### src/rtl/mac_share_sched_pkg.sv
// Shared widths, pipeline record types and small helpers for the shared
// multiply-accumulate scheduler.
package mac_share_sched_pkg;

    localparam int OPA_W = 8;
    localparam int OPB_W = 8;
    localparam int ADD_W = 16;
    localparam int RES_W = 17;
    // Internal tag width, wide enough for the largest legal requester count (8).
    localparam int TAG_W = 3;

    typedef struct packed {
        logic [OPA_W-1:0] a;
        logic [OPB_W-1:0] b;
        logic [ADD_W-1:0] m;
        logic [TAG_W-1:0] id;
        logic             valid;
    } stage_t;

    typedef struct packed {
        logic [RES_W-1:0] res;
        logic [TAG_W-1:0] id;
    } rsp_t;

    function automatic logic [TAG_W-1:0] wrap_inc(input logic [TAG_W-1:0] idx,
                                                  input int unsigned       n);
        return (idx == TAG_W'(n - 1)) ? '0 : idx + TAG_W'(1);
    endfunction

endpackage

### src/rtl/mac_share_sched_core.sv
// 8x8 multiply-accumulate core: res = a*b + m + cin, unsigned, as a sum of
// shifted partial products that synthesis maps onto its reduction tree.
module mac_share_sched_core
    import mac_share_sched_pkg::*;
(
    input  logic [OPA_W-1:0] a,
    input  logic [OPB_W-1:0] b,
    input  logic [ADD_W-1:0] m,
    input  logic             cin,
    output logic [RES_W-1:0] res
);

    logic [RES_W-1:0] acc;

    // NOTE: combinational blocks assign a default to every output first so no
    // path leaves a value unassigned, which would infer a latch.
    always_comb begin
        acc = RES_W'(m) + RES_W'(cin);
        for (int i = 0; i < OPB_W; i++) begin
            if (b[i]) begin
                acc = acc + (RES_W'(a) << i);
            end
        end
    end

    assign res = acc;

endmodule

### src/rtl/mac_share_sched_rr_arbiter.sv
// Round-robin arbiter: the first requester at or after ptr wins; the one-hot
// grant is suppressed when en is low but gnt_idx still reports the winner.
module mac_share_sched_rr_arbiter
    import mac_share_sched_pkg::*;
#(
    parameter int N = 4
) (
    input  logic [N-1:0]     req,
    input  logic [TAG_W-1:0] ptr,
    input  logic             en,
    output logic [N-1:0]     gnt,
    output logic [TAG_W-1:0] gnt_idx
);

    logic [2*N-1:0] req_dbl;
    logic [N-1:0]   req_rot;
    logic           found;
    int             sel;
    int             sum;

    always_comb begin
        req_dbl = {req, req} >> ptr;
        req_rot = req_dbl[N-1:0];
        found   = 1'b0;
        sel     = 0;
        for (int j = 0; j < N; j++) begin
            if (!found && req_rot[j]) begin
                found = 1'b1;
                sel   = j;
            end
        end
        sum = int'(ptr) + sel;
        if (sum >= N) begin
            sum = sum - N;
        end
        gnt_idx = TAG_W'(sum);
        gnt     = (found && en) ? (N'(1) << gnt_idx) : '0;
    end

endmodule

### src/rtl/mac_share_sched.sv
// Time-shares one multiply-accumulate core between NUM_REQ requesters through
// a two-stage (operand, result) pipeline with a tagged, backpressured response.
module mac_share_sched
    import mac_share_sched_pkg::*;
#(
    parameter int NUM_REQ = 4,
    parameter int ID_W    = 2,
    parameter int CNT_W   = 16
) (
    input  logic                     clk,
    input  logic                     rst_n,
    input  logic [NUM_REQ-1:0]       req_valid,
    output logic [NUM_REQ-1:0]       req_ready,
    input  logic [NUM_REQ*OPA_W-1:0] req_a,
    input  logic [NUM_REQ*OPB_W-1:0] req_b,
    input  logic [NUM_REQ*ADD_W-1:0] req_m,
    output logic                     rsp_valid,
    input  logic                     rsp_ready,
    output logic [RES_W-1:0]         rsp_res,
    output logic [ID_W-1:0]          rsp_id,
    output logic                     busy,
    output logic [CNT_W-1:0]         op_count
);

    stage_t           s1_q, s1_d, s1_sel;
    rsp_t             s2_q, s2_d;
    logic             s2_valid_q, s2_valid_d;
    logic [TAG_W-1:0] rr_ptr_q, rr_ptr_d;
    logic [CNT_W-1:0] op_count_q, op_count_d;

    logic             s2_load, s1_free, arb_en, grant_any;
    logic [NUM_REQ-1:0] gnt;
    logic [TAG_W-1:0] gnt_idx;
    logic [RES_W-1:0] core_res;

    assign s2_load   = s1_q.valid & (~s2_valid_q | rsp_ready);
    assign s1_free   = ~s1_q.valid | s2_load;
    // Gating with rst_n keeps req_ready low for the whole time reset is held.
    assign arb_en    = s1_free & rst_n;
    assign grant_any = |gnt;

    mac_share_sched_rr_arbiter #(.N(NUM_REQ)) u_arb (
        .req     (req_valid),
        .ptr     (rr_ptr_q),
        .en      (arb_en),
        .gnt     (gnt),
        .gnt_idx (gnt_idx)
    );

    mac_share_sched_core u_core (
        .a   (s1_q.a),
        .b   (s1_q.b),
        .m   (s1_q.m),
        .cin (1'b0),
        .res (core_res)
    );

    always_comb begin
        s1_sel = '0;
        for (int i = 0; i < NUM_REQ; i++) begin
            if (gnt[i]) begin
                s1_sel.a = req_a[i*OPA_W +: OPA_W];
                s1_sel.b = req_b[i*OPB_W +: OPB_W];
                s1_sel.m = req_m[i*ADD_W +: ADD_W];
            end
        end
        s1_sel.id    = gnt_idx;
        s1_sel.valid = 1'b1;

        s1_d = s1_q;
        if (s2_load) begin
            s1_d.valid = 1'b0;
        end
        if (grant_any) begin
            s1_d = s1_sel;
        end

        s2_d       = s2_q;
        s2_valid_d = s2_valid_q;
        if (s2_load) begin
            s2_d.res   = core_res;
            s2_d.id    = s1_q.id;
            s2_valid_d = 1'b1;
        end else if (rsp_ready) begin
            s2_valid_d = 1'b0;
        end

        rr_ptr_d   = grant_any ? wrap_inc(gnt_idx, NUM_REQ) : rr_ptr_q;
        op_count_d = op_count_q + CNT_W'(s2_valid_q & rsp_ready);
    end

    // NOTE: state registers use non-blocking assignments so every flop samples
    // the pre-edge value of the others, independent of statement order.
    always_ff @(posedge clk or negedge rst_n) begin
        if (!rst_n) begin
            s1_q       <= '0;
            s2_q       <= '0;
            s2_valid_q <= 1'b0;
            rr_ptr_q   <= '0;
            op_count_q <= '0;
        end else begin
            s1_q       <= s1_d;
            s2_q       <= s2_d;
            s2_valid_q <= s2_valid_d;
            rr_ptr_q   <= rr_ptr_d;
            op_count_q <= op_count_d;
        end
    end

    assign req_ready = gnt;
    assign rsp_valid = s2_valid_q;
    assign rsp_res   = s2_q.res;
    assign rsp_id    = ID_W'(s2_q.id);
    assign busy      = s1_q.valid | s2_valid_q;
    assign op_count  = op_count_q;

endmodule

### config.mk
export PLATFORM = sky130hd
export DESIGN_NAME = mac_share_sched
export DESIGN_NICKNAME = d
export VERILOG_FILES = /design/src/rtl/mac_share_sched_pkg.sv /design/src/rtl/mac_share_sched_core.sv /design/src/rtl/mac_share_sched_rr_arbiter.sv /design/src/rtl/mac_share_sched.sv
export SDC_FILE = /design/constraint.sdc
export NUM_CORES = 1
export LEC_CHECK = 0
export BUFFER_PORTS_ARGS = -buffer_cell sky130_fd_sc_hd__clkbuf_2
export CAP_MARGIN = 20
export CORE_ASPECT_RATIO = 1.2
export CORE_MARGIN = 2
export CORE_UTILIZATION = 45
export CTS_BUF_LIST = sky130_fd_sc_hd__clkbuf_16
export CTS_CLUSTER_SIZE = 8
export DETAILED_ROUTE_END_ITERATION = 10
export PLACE_DENSITY = 0.68
export SYNTH_ARGS = -nofsm -noshare
export SYNTH_HDL_FRONTEND = slang
export SYNTH_SLANG_ARGS = --single-unit
### constraint.sdc
create_clock -name clk -period 12.95 [get_ports clk]
set_input_delay 0 -clock clk [delete_from_list [all_inputs] [get_ports clk]]
set_output_delay 0 -clock clk [all_outputs]
set_load 0.005 [all_outputs]
==> impl_results.md <==
* H-tree levels at 3
* DP Wirelength at around 17,000 um
* Tcrit/Tclk final at between 80% and 90%
* Complex-gate fraction of the synthesized area at 25.9%
* Main combinational cell family by area after synthesis: compound AO/OA/AOI/OAI gates
* Setup violators final at 0
* Slew HR at 43.7%
* Most frequent cell after synthesis: o21ai_0
* Largest net degree at the start of global routing at 68
* XOR/XNOR Fraction of Synth Area at 9.81%
* CTS Root Buffer Type: clkbuf_16
* GR Util All Layers at 23.0%
* Routed length per instance at 15.4 um
* Outcome: completed
* Worst-Skew Late Latency at 0.35 ns
* Startpoint types: flop
* Post-synth top cells: o21ai_0 (128), nand2_1 (98), ha_1 (79), dfrtp_1 (74), a21oi_1 (66)
* Hold Violations, Final at 0
* Initial antenna violation count at 0
* Synth top area cells: dfrtp_1 (23%), ha_1 (12%), o21ai_0 (7.9%)
* Die area at 0.0190 mm^2
* Worst Path Max Fanout at 11
* Detail Route Antenna Nets at 0
* Final Cell Area at 0.0100 mm^2
* Worst-margin pin slew at 0.844 ns
* Vias in the first global route at around 7,700
* Biggest area consumer among synthesized cells: dfrtp_1
* Crit path DAT at about 11 ns
* Mux cell area share after synthesis at 4.70%
* Aggregate global routing overflow at 0
* Final setup margin at 1.90 ns
* Final Max Tran Viols at 0
* Worst Hold Slack at 0.00757 ns
* Core area at 0.0176 mm^2
* Layout cells sized above 1 at 22.1%
* Ys Warns at 0
* Kind of end point of the critical path: flop
* IO Pins at about 180
* CTS tree: done
* Synth-to-Final Area Change at 24.1%
* Global-route wire length before repair at 36,200 um
* # Post-CTS Setup Buffers at 0
* Bufs on Longest Clock Path at 2
* Crit Path Class: reg2reg
* Asr flop ratio synth at 100%
* Synthesized Nets at 1,204
* Port Buf Inserts at 175
* Setup_tns at 0 ns
* DRT iter0 DRCs at 261
* Yosys top cell area share at around 23%
* Final min period at around 11 ns
* CTS buffer count at 9
* Primary FF master, synth: dfrtp_1
* Mapped Avg Cell Area at 8.23 um^2
* Die width at 126 um
* WL final at 21,700 um
* Row Count at 53
* Setup Skew at between 0.01 and 0.015 ns
* Initial DRT Pass Iterations at 7
* Mapped cell area at 0.00807 mm^2
* Unique masters post-synth at 78
* # diodes at 0
* Max frequency at 0.0905 GHz
* Resized cells post-CTS at 0
* Simple-gate portion of the synthesized area at between 10% and 20%
* Unrepaired setup endpoints after global routing: false
* Synthesized instance count at 981
* GPL Wtd Cong at between 0.8 and 0.9
* Max_cap viols at 0
* DR vias at between 7,000 and 8,000
* Min-Delay Path Class: in2reg
* Initial Utilization at 45.9%
* Post-synthesis adder-cell area fraction at 14.5%
* Worst-path clk slew at 0.07 ns
* CP max stage delay at 0.63 ns
* DRC Markers at 0
* CP Data Required Time at 13.21 ns
* Synth Register Bits at 74
* Layout Nets at 1,414
* Slowest-stage cell, CP: dfrtp_1
* Die Height at 151 um
* EDFF count, synth at 0
* DP Area at 0.00914 mm^2
* Clock sinks at 74
* Sequential fraction of the synthesis area at 22.9%
* Vias per cell at 5.58
* Place WS at 1.91 ns
==> final timing paths <==
| kind | startpoint | slack, ns | cells after the start | to |
|---|---|---|---|---|
| hold reg to reg | rsp_res[12] | 0.47 | 2 | rsp_res[12] |
| setup / recovery | s1_q[29] | 1.90 | 46 | rsp_res[16] |
| min in group asynchronous | rst_n | 0.02 | 2 | rsp_res[12] |
| setup reg to reg | s1_q[29] | 1.90 | 46 | rsp_res[16] |
| max in group asynchronous | rst_n | 11.88 | 3 | s1_q[15] |
| hold / removal | req_b[1] | 0.008 | 3 | s1_q[21] |
==> timing repair <==
| action | CTS | global route |
|---|---|---|
| setup endpoints to repair | 0 | 0 |
| hold buffers | 57 | 0 |
| hold endpoints to repair | 36 | 0 |
==> registers in the layout, summed over array words and instances, names as in the netlist <==
signal / flops
rr_ptr_q: 3
s1_q: 35
rsp_valid: 1
op_count: 16
rsp_res: 17
rsp_id: 2
==> metrics by stage <==
| stage | util [%] | cells |
|---|---|---|
| 3_3_place_gp | 52.0 | 1343 |
| 3_5_place_dp | 52.0 | 1343 |
| 4_1_cts | 57.0 | 1416 |
| 2_1_floorplan | - | 981 |
| 5_1_grt | 57.0 | 1416 |
| 6_report | 57.0 | 1416 |
==> layout by cell type (no fill, tap or decap), drive strengths merged, types with 28 or more instances in the layout <==
cell type,count
clkbuf,183
o21ai,133
nand2,98
ha,79
dfrtp,74
a21oi,68
dlygate4sd3,57
xnor2,56
nor2,49
inv,49
or3,36
a221oi,33
a21o,28
xor2,28
==> final cells by class <==
class | count | area, um^2
sequential | 74 | 1850
fill | 1616 | 7560
inverter | 47 | 176
multi-input combinational | 816 | 5880
clock buffer | 9 | 225
clock inverter | 7 | 76.3
timing repair buffer | 243 | 1530
tap | 220 | 275
==> cells by family after synthesis <==
| kind of cell | after synthesis |
|---|---|
| xor gates and xnor gates | 84 |
| buffers and inverters | 91 |
| adders and majority gates | 88 |
| AOI/OAI and AO/OA | 327 |
| DFF | 74 |
| muxes | 35 |
| and+or+nand+nor | 282 |
==> routing by layer <==
metal	part of all wire, %	track usage [%]	wire length, um	up-vias
li1	-	-	-	3975
met1	43	28.0	9390	3728
met2	52	43.0	11200	181
met3	3.8	3.06	820	19
met4	1.3	5.33	282	0
met5	0	0	0	-
==> worst max-delay path: cells and delay by family (launching register included) <==
kind | cells | cell delay, ns
simple gates | 10 | 2.08
fa+ha+maj | 8 | 2.86
xor+xnor | 7 | 1.13
flops | 1 | 0.63
buf+inv | 4 | 0.56
mux | 2 | 0.55
compound gates | 15 | 3.15
Power is not shown: default switching activity piles up to over one toggle a cycle in this logic, so the estimate is an artifact.
